===== src/rtl/dcpu16_marb.sv =====
// dcpu16_marb: merges the DCPU16 F-BUS (read/write) and G-BUS (read-only)
// onto one simplified-Wishbone memory port, with a no-ack watchdog.
//
// Handshake: a master raises stb and holds its address/data until it sees
// ack. The ack is a one-cycle pulse taken combinationally from the memory's
// m_ack so the core's stall rule (ena = stb ~^ ack) stays exact. The memory
// side is a registered m_stb that stays high for the whole grant and drops on
// the edge that closes it. m_ack only counts while a grant is open.
module dcpu16_marb #(
    parameter int PRI = 0,   // tie-break: 0 = round-robin, 1 = F-BUS fixed priority
    parameter int TMO = 16,  // no-ack timeout in cycles, 0 disables the watchdog
    parameter int TW  = 5    // timeout counter width, 2**TW > TMO
) (
    input  logic        clk,
    input  logic        rst,
    input  logic [15:0] f_adr,
    input  logic        f_stb,
    input  logic        f_wre,
    input  logic [15:0] f_dto,
    output logic [15:0] f_dti,
    output logic        f_ack,
    input  logic [15:0] g_adr,
    input  logic        g_stb,
    output logic [15:0] g_dti,
    output logic        g_ack,
    output logic [15:0] m_adr,
    output logic        m_stb,
    output logic        m_wre,
    output logic [15:0] m_dto,
    input  logic [15:0] m_dti,
    input  logic        m_ack,
    output logic        err,
    output logic        err_flag,
    output logic [1:0]  dbg_state
);

    typedef enum logic [1:0] {
        S_IDLE = 2'd0,
        S_GNTF = 2'd1,
        S_GNTG = 2'd2,
        S_BUBL = 2'd3
    } state_t;

    // Last count value before the watchdog fires; unused when TMO is 0.
    localparam logic [TW-1:0] TCNT_LAST = TW'((TMO > 0) ? (TMO - 1) : 0);
    localparam logic [TW-1:0] TCNT_MAX  = {TW{1'b1}};

    state_t        r_state;
    state_t        w_next;
    logic          r_lst_g;     // 1 = G-BUS was served last
    logic [TW-1:0] r_tcnt;
    logic          r_err_flag;

    logic          w_in_gnt;
    logic          w_tmo_hit;
    logic          w_done;
    logic          w_pick_f;
    logic          w_pick_g;

    assign w_in_gnt  = (r_state == S_GNTF) || (r_state == S_GNTG);
    // The watchdog only fires when the slave is silent in the last allowed cycle.
    assign w_tmo_hit = (TMO != 0) && w_in_gnt && !m_ack && (r_tcnt == TCNT_LAST);
    assign w_done    = w_in_gnt && (m_ack || w_tmo_hit);
    // F wins alone, on fixed priority, or when G was the last one served.
    assign w_pick_f  = f_stb && (!g_stb || (PRI != 0) || r_lst_g);
    assign w_pick_g  = g_stb && !w_pick_f;

    assign err_flag  = r_err_flag;
    assign dbg_state = r_state;

    // Next-state selection and the combinational master-side responses.
    always_comb begin
        w_next = r_state;
        f_ack  = 1'b0;
        g_ack  = 1'b0;
        err    = 1'b0;
        f_dti  = w_tmo_hit ? 16'h0000 : m_dti;
        g_dti  = w_tmo_hit ? 16'h0000 : m_dti;
        case (r_state)
            S_IDLE: begin
                if (w_pick_f)      w_next = S_GNTF;
                else if (w_pick_g) w_next = S_GNTG;
            end
            S_GNTF: begin
                f_ack = w_done && !rst;
                err   = w_tmo_hit && !rst;
                if (w_done) w_next = S_BUBL;
            end
            S_GNTG: begin
                g_ack = w_done && !rst;
                err   = w_tmo_hit && !rst;
                if (w_done) w_next = S_BUBL;
            end
            S_BUBL: w_next = S_IDLE;
            default: w_next = S_IDLE;
        endcase
    end

    // State register.
    always_ff @(posedge clk) begin
        if (rst) r_state <= S_IDLE;
        else     r_state <= w_next;
    end

    // Memory-port registers, last-served pointer, watchdog counter and flag.
    always_ff @(posedge clk) begin
        if (rst) begin
            m_adr      <= 16'h0000;
            m_stb      <= 1'b0;
            m_wre      <= 1'b0;
            m_dto      <= 16'h0000;
            r_lst_g    <= 1'b1;
            r_tcnt     <= '0;
            r_err_flag <= 1'b0;
        end else begin
            case (r_state)
                S_IDLE: begin
                    if (w_pick_f) begin
                        m_adr  <= f_adr;
                        m_wre  <= f_wre;
                        m_dto  <= f_dto;
                        m_stb  <= 1'b1;
                        r_tcnt <= '0;
                    end else if (w_pick_g) begin
                        m_adr  <= g_adr;
                        m_wre  <= 1'b0;
                        m_dto  <= 16'h0000;
                        m_stb  <= 1'b1;
                        r_tcnt <= '0;
                    end
                end
                S_GNTF, S_GNTG: begin
                    if (w_done) begin
                        m_stb   <= 1'b0;
                        m_wre   <= 1'b0;
                        r_lst_g <= (r_state == S_GNTG);
                        if (w_tmo_hit) r_err_flag <= 1'b1;
                    end else if (r_tcnt != TCNT_MAX) begin
                        r_tcnt <= r_tcnt + TW'(1);
                    end
                end
                default: begin
                end
            endcase
        end
    end

endmodule


===== config.mk =====
export PLATFORM = sky130hd
export DESIGN_NAME = dcpu16_marb
export DESIGN_NICKNAME = d
export VERILOG_FILES = /design/src/rtl/dcpu16_marb.sv
export SDC_FILE = /design/constraint.sdc
export NUM_CORES = 1
export LEC_CHECK = 0
export BUFFER_PORTS_ARGS = -buffer_cell sky130_fd_sc_hd__buf_4
export CAP_MARGIN = 15
export CORE_AREA = 4 4 100 92
export CTS_CLUSTER_SIZE = 28
export DETAILED_ROUTE_END_ITERATION = 10
export DIE_AREA = 0 0 104 96
export MAX_ROUTING_LAYER = met4
export PLACE_DENSITY = 0.58
export SETUP_SLACK_MARGIN = 0.4
export SYNTH_ARGS = -nofsm -noshare
export SYNTH_HDL_FRONTEND = slang
export SYNTH_SLANG_ARGS = --single-unit

===== constraint.sdc =====
create_clock -name clk -period 2.3 [get_ports clk]
set_clock_uncertainty 0.1 [all_clocks]
set_input_delay 0.23 -clock clk [delete_from_list [all_inputs] [get_ports clk]]
set_output_delay 0.23 -clock clk [all_outputs]
set_load 0.1 [all_outputs]

# ---- Word-level counts from Yosys, hierarchy flattened
# Cells that the tools add are included.
# Widths: inputs -> output; s select.
dict set report word_totals {
  regBits 43
  elab_cells 66
  out_inout_bits 72
}
dict set report classes {
  eq_ne 9
  addsub 1
  n_reduce_logical 24
  n_mux 24
}
# op n
set op_table {}
lappend op_table {{$mux 16} 5}
lappend op_table {{$mux 5} 4}
lappend op_table {{$pmux 5 s2} 1}
lappend op_table {{$mux 1} 8}
lappend op_table {{$logic_and 1x1->1} 7}
lappend op_table {{$mux 2} 3}
lappend op_table {{$pmux 2 s3} 1}
lappend op_table {{$reduce_and 2->1} 3}
lappend op_table {{$reduce_and 3->1} 2}
lappend op_table {{$add 5x1->5 const B} 1}
lappend op_table {{$eq 5x4->1 const B} 1}
lappend op_table {{$ne 5x5->1 const B} 1}
lappend op_table {{$eq 2x2->1 const B} 2}
lappend op_table {{$logic_not 1->1} 4}
lappend op_table {{$ne 2x1->1 const B} 2}
lappend op_table {{$pmux 1 s2} 2}
lappend op_table {{$reduce_and 4->1} 1}
lappend op_table {{$reduce_bool 2->1} 2}
lappend op_table {{$logic_or 1x1->1} 3}
lappend op_table {{$ne 3x3->1 const B} 1}
lappend op_table {{$eq 2x1->1 const B} 1}
lappend op_table {{$logic_not 2->1} 1}
lappend op_table {{$ne 2x2->1 const B} 1}
lappend op_table {{$reduce_or 2->1} 1}

# ---- Longest topological paths before layout
dict set report depth {
  depth_word 8
  ltp_mapped 7
  depth_no_buf 7
}

# ---- Least setup slack after synthesis
# OpenSTA, ideal clock, no wires.
dict set report synth_timing {
  path_kind {reg-to-output}
  start {reg r_state[0] (netlist: dbg_state[0])}
  end {out g_ack}
  arrival_ps 3846
  path_stages_with_launch 5
  setup_slack_ps -1876
  path_buffers 0
  path_cell_list {dfxtp_1 inv_1 ha_1 o21ai_0 nor3_1}
}
dict set report synth_between {
  elab_chain_len 8
  elab_cells_between_ends 9
  cone_classes {eq/ne: 2; mux: 1; reduce/logical: 6}
}
# item line
set synth_rtl {}
lappend synth_rtl {{start: declaration} 48} ;# state_t r_state;
lappend synth_rtl {{start signal: assignment} 102} ;# else r_state <= w_next;
lappend synth_rtl {{$eq 2x1->1 or $eq 2x2->1 (tied branches)} {60, 79}}
lappend synth_rtl {{$logic_or 1x1->1} 60} ;# assign w_in_gnt = (r_state == S_GNTF) || (r_state == S_GNTG);
lappend synth_rtl {{$logic_and 1x1->1 (2 in series)} 62} ;# assign w_tmo_hit = (TMO != 0) && w_in_gnt && !m_ack && (r_tcnt == TCNT_LAST);
lappend synth_rtl {{$logic_or 1x1->1} 63} ;# assign w_done = w_in_gnt && (m_ack || w_tmo_hit);
lappend synth_rtl {{$logic_and 1x1->1} 63}
lappend synth_rtl {{$logic_and 1x1->1} 90} ;# g_ack = w_done && !rst;
lappend synth_rtl {{$mux 1 (*)} 79} ;# case (r_state)
lappend synth_rtl {{end: declaration} 25} ;# output logic g_ack,
# Every way passes the cells marked *; elsewhere a longest branch is shown, timed or not.

# ---- Worst setup path after layout
dict set report layout_timing {
  start {reg r_tcnt[0]}
  end {out f_dti[1]}
}
dict set report layout_between {
  elab_chain_len 3
}
# item line
set layout_rtl {}
lappend layout_rtl {{start: declaration} 51} ;# logic [TW-1:0] r_tcnt;
lappend layout_rtl {{start signal: assignment} 139} ;# r_tcnt <= r_tcnt + TW'(1);
lappend layout_rtl {{$eq 5x4->1} 62}
lappend layout_rtl {{$logic_and 1x1->1} 62}
lappend layout_rtl {{$mux 16} 77} ;# f_dti = w_tmo_hit ? 16'h0000 : m_dti;
lappend layout_rtl {{end: declaration} 20} ;# output logic [15:0] f_dti,
# No other way between the ends.

==> impl_metrics.prom <==
# TYPE chip_impl_metric gauge
chip_impl_metric{name="synth.avg_cell_area",unit="µm²"} 9.124
chip_impl_info{name="synth.largest_area_cell",value="sky130_fd_sc_hd__dfxtp_1"} 1
chip_impl_info{name="worstSetupStartpointType",value="flop"} 1
chip_impl_metric{name="global_route.usage.total",unit=""} 0.1287
chip_impl_metric{name="critPathMaxStageDelay",unit="ps"} 340
chip_impl_metric{name="total_leakage_power",unit="µW"} 0.001794
chip_impl_metric{name="drtPass1Iterations",unit=""} 4
chip_impl_metric{name="yosysUniqueCellTypes",unit=""} 36
chip_impl_metric{name="sw_frac_of_total",unit=""} 0.5436
chip_impl_info{name="post_synth_main_area_contributors",value="sky130_fd_sc_hd__dfxtp_1 (40%), sky130_fd_sc_hd__mux2i_1 (8.4%), sky130_fd_sc_hd__nor2_1 (7.1%), sky130_fd_sc_hd__a211oi_1 (5.6%), sky130_fd_sc_hd__a22oi_1 (5.6%)"} 1
chip_impl_metric{name="initial_utilization",unit=""} 0.2669
chip_impl_metric{name="min_period",unit="ps"} 2137
chip_impl_info{name="crit_slowest_cell",value="sky130_fd_sc_hd__dfxtp_2"} 1
chip_impl_metric{name="std_cell_rows",unit=""} 31
chip_impl_info{name="synth_most_common_cell",value="sky130_fd_sc_hd__dfxtp_1"} 1
chip_impl_metric{name="cp.arrival",unit="ps"} 1810
chip_impl_metric{name="timing_worst_slew_pin_value",unit="ps"} 398.7
chip_impl_metric{name="num_vias",unit=""} 2130
chip_impl_metric{name="totalNegativeSetupSlack",unit="ps"} 0
chip_impl_info{name="crit_path_end_kind",value="primary output"} 1
chip_impl_metric{name="share_clk_of_total_power",unit=""} 0.128
chip_impl_metric{name="n_antenna_cell",unit=""} 0
chip_impl_metric{name="synthesis_to_layout_area_growth",unit="%"} 80.07
chip_impl_metric{name="layout.nets",unit=""} 447
chip_impl_metric{name="dpl_cell_area",unit="µm²"} 3282
chip_impl_metric{name="slew_headroom",unit=""} 0.7342
chip_impl_metric{name="dieHeight",unit="µm"} 96
chip_impl_info{name="worst_hold_path_type",value="primary input to flop"} 1
chip_impl_info{name="cts.root.buffer_cell",value="sky130_fd_sc_hd__clkbuf_8"} 1
chip_impl_metric{name="synth_edf_count",unit=""} 0
chip_impl_metric{name="grt_antenna_before_repair",unit=""} 0
chip_impl_metric{name="hold-worst-slack",unit="ps"} 81.99
chip_impl_metric{name="p_int",unit="µW"} 2317
chip_impl_metric{name="route.final.wire_length",unit="mm"} 6.537
chip_impl_metric{name="drt_drc_violations_left",unit=""} 0
chip_impl_metric{name="detailed_place_hpwl",unit="mm"} 4.857
chip_impl_metric{name="synth_cells",unit=""} 236
chip_impl_metric{name="hold_depth",unit=""} 3
chip_impl_metric{name="via_count_of_the_first_global_routing_pass",unit=""} 2095
chip_impl_info{name="cp_cell_sequence",value="ha_4 > and3_4 > ha_4 > nand3b_1 > buf_6 > and2_4 > buf_8"} 1
chip_impl_info{name="synthTopCellsByCount",value="sky130_fd_sc_hd__dfxtp_1 (43), sky130_fd_sc_hd__nor2_1 (41), sky130_fd_sc_hd__mux2i_1 (18), sky130_fd_sc_hd__and2_1 (17)"} 1
chip_impl_metric{name="grt_start_max_net_pins",unit=""} 36
chip_impl_info{name="regToRegEndpoint",value="r_tcnt[3]"} 1
chip_impl_info{name="whs_endpoint",value="m_dto[6]"} 1
chip_impl_metric{name="cp_data_required_time",unit="ps"} 1970
chip_impl_metric{name="power.sequential.fraction",unit=""} 0.215
chip_impl_metric{name="async_reset_ff_frac",unit=""} 0
chip_impl_metric{name="layout.core_utilization",unit=""} 0.4806
chip_impl_metric{name="netlist_area",unit="µm²"} 2153
chip_impl_metric{name="min_period_over_period",unit=""} 0.9292
chip_impl_metric{name="synth_fp_nets",unit=""} 313
chip_impl_metric{name="ratio_of_cells_with_drive_above_1_in_the_final_layout",unit=""} 0.5580
chip_impl_metric{name="grt_overflow",unit=""} 0
chip_impl_info{name="hold_start",value="f_dto[6]"} 1
chip_impl_info{name="tritoncts_clock_tree",value="built"} 1
chip_impl_metric{name="netlist.area_leader.share",unit=""} 0.3998
chip_impl_metric{name="timing_max_transition_violations_final",unit=""} 0
chip_impl_metric{name="cts_buffers",unit=""} 5
chip_impl_metric{name="clock_latency",unit="ps"} 290
chip_impl_info{name="run_status",value="completed"} 1
chip_impl_metric{name="hold_viol_final",unit=""} 0
chip_impl_metric{name="cts_max_level",unit=""} 2
chip_impl_metric{name="layout.cells.non_filler",unit=""} 470
chip_impl_metric{name="place.gp.congestion",unit=""} 0.7176
chip_impl_metric{name="die_x",unit="µm"} 104
chip_impl_metric{name="cts_hold_buffers",unit=""} 0
chip_impl_metric{name="wire_length_of_the_first_global_routing_pass",unit="mm"} 10.31
chip_impl_info{name="grt_setup_unrepaired",value="true"} 1
chip_impl_info{name="timing.rr.start",value="r_tcnt[0]"} 1
chip_impl_metric{name="worstPathMaxFanout",unit=""} 18
chip_impl_metric{name="yosysWarnings",unit=""} 0
chip_impl_info{name="crit_top_cell",value="sky130_fd_sc_hd__ha_4"} 1
chip_impl_metric{name="first_iter_violations",unit=""} 60
chip_impl_metric{name="finalSetupViolations",unit=""} 0
chip_impl_metric{name="filler_cell_count",unit=""} 759
chip_impl_metric{name="cts_sinks",unit=""} 43
chip_impl_metric{name="fmaxAchievable",unit="MHz"} 467.9
chip_impl_metric{name="combinationalPowerShare",unit=""} 0.657
chip_impl_metric{name="core_ar",unit="µm²"} 8068
chip_impl_metric{name="power.ir.vdd_worst",unit="V"} 0.0008060
chip_impl_metric{name="pwr_density_cell",unit="nW/µm²"} 1309
chip_impl_metric{name="wire_per_inst",unit="µm"} 13.91
chip_impl_metric{name="placed_cells_incl_taps",unit=""} 451
chip_impl_metric{name="ys_seq_elements",unit=""} 43
chip_impl_metric{name="power_switching",unit="µW"} 2760
chip_impl_metric{name="synth-seq-area-share",unit=""} 0.3998
chip_impl_metric{name="max-clock-path-buffers",unit=""} 2
chip_impl_metric{name="die_area",unit="µm²"} 9984
chip_impl_metric{name="r2r.worst_path.cells",unit=""} 7
chip_impl_info{name="worst-setup-path-type",value="flop to primary output"} 1
chip_impl_info{name="synth-main-ff-cell",value="sky130_fd_sc_hd__dfxtp_1"} 1
chip_impl_metric{name="io_pins",unit=""} 142
chip_impl_metric{name="vias_per_cell",unit=""} 4.532
chip_impl_metric{name="port-buffer-count",unit=""} 141
chip_impl_metric{name="worst_setup_hold_path_clk_slew",unit="ps"} 80
chip_impl_metric{name="max-cap-violations",unit=""} 0
chip_impl_metric{name="reg2reg_setup_slack",unit="ps"} 240
chip_impl_metric{name="postRouteAntennaNets",unit=""} 0
chip_impl_metric{name="final_area",unit="µm²"} 3877
[worst max-delay path: cells and delay by family (launching register included)]
| family | cells | cell delay [ps] |
|---|---|---|
| fa+ha+maj | 2 | 320 |
| buf+inv | 2 | 390 |
| flops | 1 | 340 |
| simple gates | 3 | 460 |
[what timing repair did]
action / 4_1_cts / 5_1_grt
pin swaps: 5 / 5
setup buffers: 6 / 4
setup endpoints to repair: 55 / 53
resized for setup: 93 / 6
gates cloned: 0 / 0
[stage by stage]
stage / setup WS [ps] / power [µW]
after CTS: 140.5 / 5040
after floorplan: 80.71 / 3617
after detailed placement: 233.7 / 4219
after global placement: 278.6 / 4201
final: 162.9 / 5076
after global routing: 77.43 / 5335
[layout by cell type, fill, tap and decap left out, types with 2 or more instances in the layout]
cell type,Yosys,layout
sky130_fd_sc_hd__dfxtp_4,0,2
sky130_fd_sc_hd__mux2i_1,18,18
sky130_fd_sc_hd__o21ai_2,0,3
sky130_fd_sc_hd__buf_8,0,24
sky130_fd_sc_hd__dfxtp_2,0,2
sky130_fd_sc_hd__nor2_1,41,38
sky130_fd_sc_hd__and2_4,0,17
sky130_fd_sc_hd__nand2_1,4,4
sky130_fd_sc_hd__inv_4,0,2
sky130_fd_sc_hd__or4b_1,2,2
sky130_fd_sc_hd__o21ai_1,2,3
sky130_fd_sc_hd__o31ai_2,0,2
sky130_fd_sc_hd__nor2_2,0,2
sky130_fd_sc_hd__ha_1,7,4
sky130_fd_sc_hd__ha_4,0,3
sky130_fd_sc_hd__nand3_1,2,2
sky130_fd_sc_hd__buf_12,1,12
sky130_fd_sc_hd__buf_4,16,119
sky130_fd_sc_hd__dfxtp_1,43,39
sky130_fd_sc_hd__inv_1,8,6
sky130_fd_sc_hd__a21oi_1,6,6
sky130_fd_sc_hd__clkbuf_8,0,5
sky130_fd_sc_hd__a22oi_1,16,16
sky130_fd_sc_hd__nand2b_1,2,2
sky130_fd_sc_hd__a211oi_1,16,16
[worst max-delay path by stage]
stage | startpoint | end | slack, ps | depth (start not counted)
finish | r_tcnt[0] | f_dti[1] | 160 | 7
global route | r_tcnt[0] | f_dti[1] | 80 | 7
CTS | r_tcnt[0] | g_dti[7] | 140 | 7
floorplan | dbg_state[1] | g_dti[10] | 80 | 6
detailed placement | dbg_state[1] | m_dto[10] | 230 | 6
global placement | dbg_state[1] | m_dto[10] | 280 | 6
[power by group through the flow]
stage	Combinational [µW]	Sequential, µW	Clock [µW]
6_report	3330	1090	650
5_1_grt	3510	1120	708
2_1_floorplan	1210	2410	0
3_5_place_dp	3110	1110	0
3_3_place_gp	3100	1100	0
4_1_cts	3260	1090	683
[routing by layer]
| layer | wire, µm | vias up | track usage |
|---|---|---|---|
| met5 | 0 | - | - |
| met4 | 40 | 0 | 0.02990 |
| met3 | 613 | 6 | 0.04427 |
| met2 | 3116 | 102 | 0.2165 |
| met1 | 2766 | 945 | 0.1501 |
| li1 | - | 1077 | - |
[final cells by class]
| type | count | area, µm² | share of cell area |
|---|---|---|---|
| Clock buffer | 7 | 97.59 | 0.02517 |
| Clock inverter | 1 | 30.03 | 0.007744 |
| Inverter | 8 | 35.03 | 0.009035 |
| Multi-Input combinational cell | 156 | 1215 | 0.3133 |
| Sequential cell | 43 | 870.8 | 0.2246 |
| Tap cell | 99 | 123.9 | 0.03195 |
| Timing Repair Buffer | 156 | 1505 | 0.3882 |
[logic make-up (layout without fill, tap and decap cells)]
logic type      count (synthesis)  in the layout  share of synthesized area
fa+ha+maj                       7              7                    0.04067
simple gates                   79             79                     0.2034
mux                            18             18                    0.08367
compound gates                 52             52                     0.1668
buf+inv                        37            172                     0.1058
flops                          43             43                     0.3998
[registers in the layout, indices dropped and copies added, names as in the netlist]
signal,cells
r_tcnt,5
err_flag,1
m_dto,16
r_lst_g,1
m_stb,1
dbg_state,2
m_adr,16
m_wre,1
(Power assumes the default switching activity.)
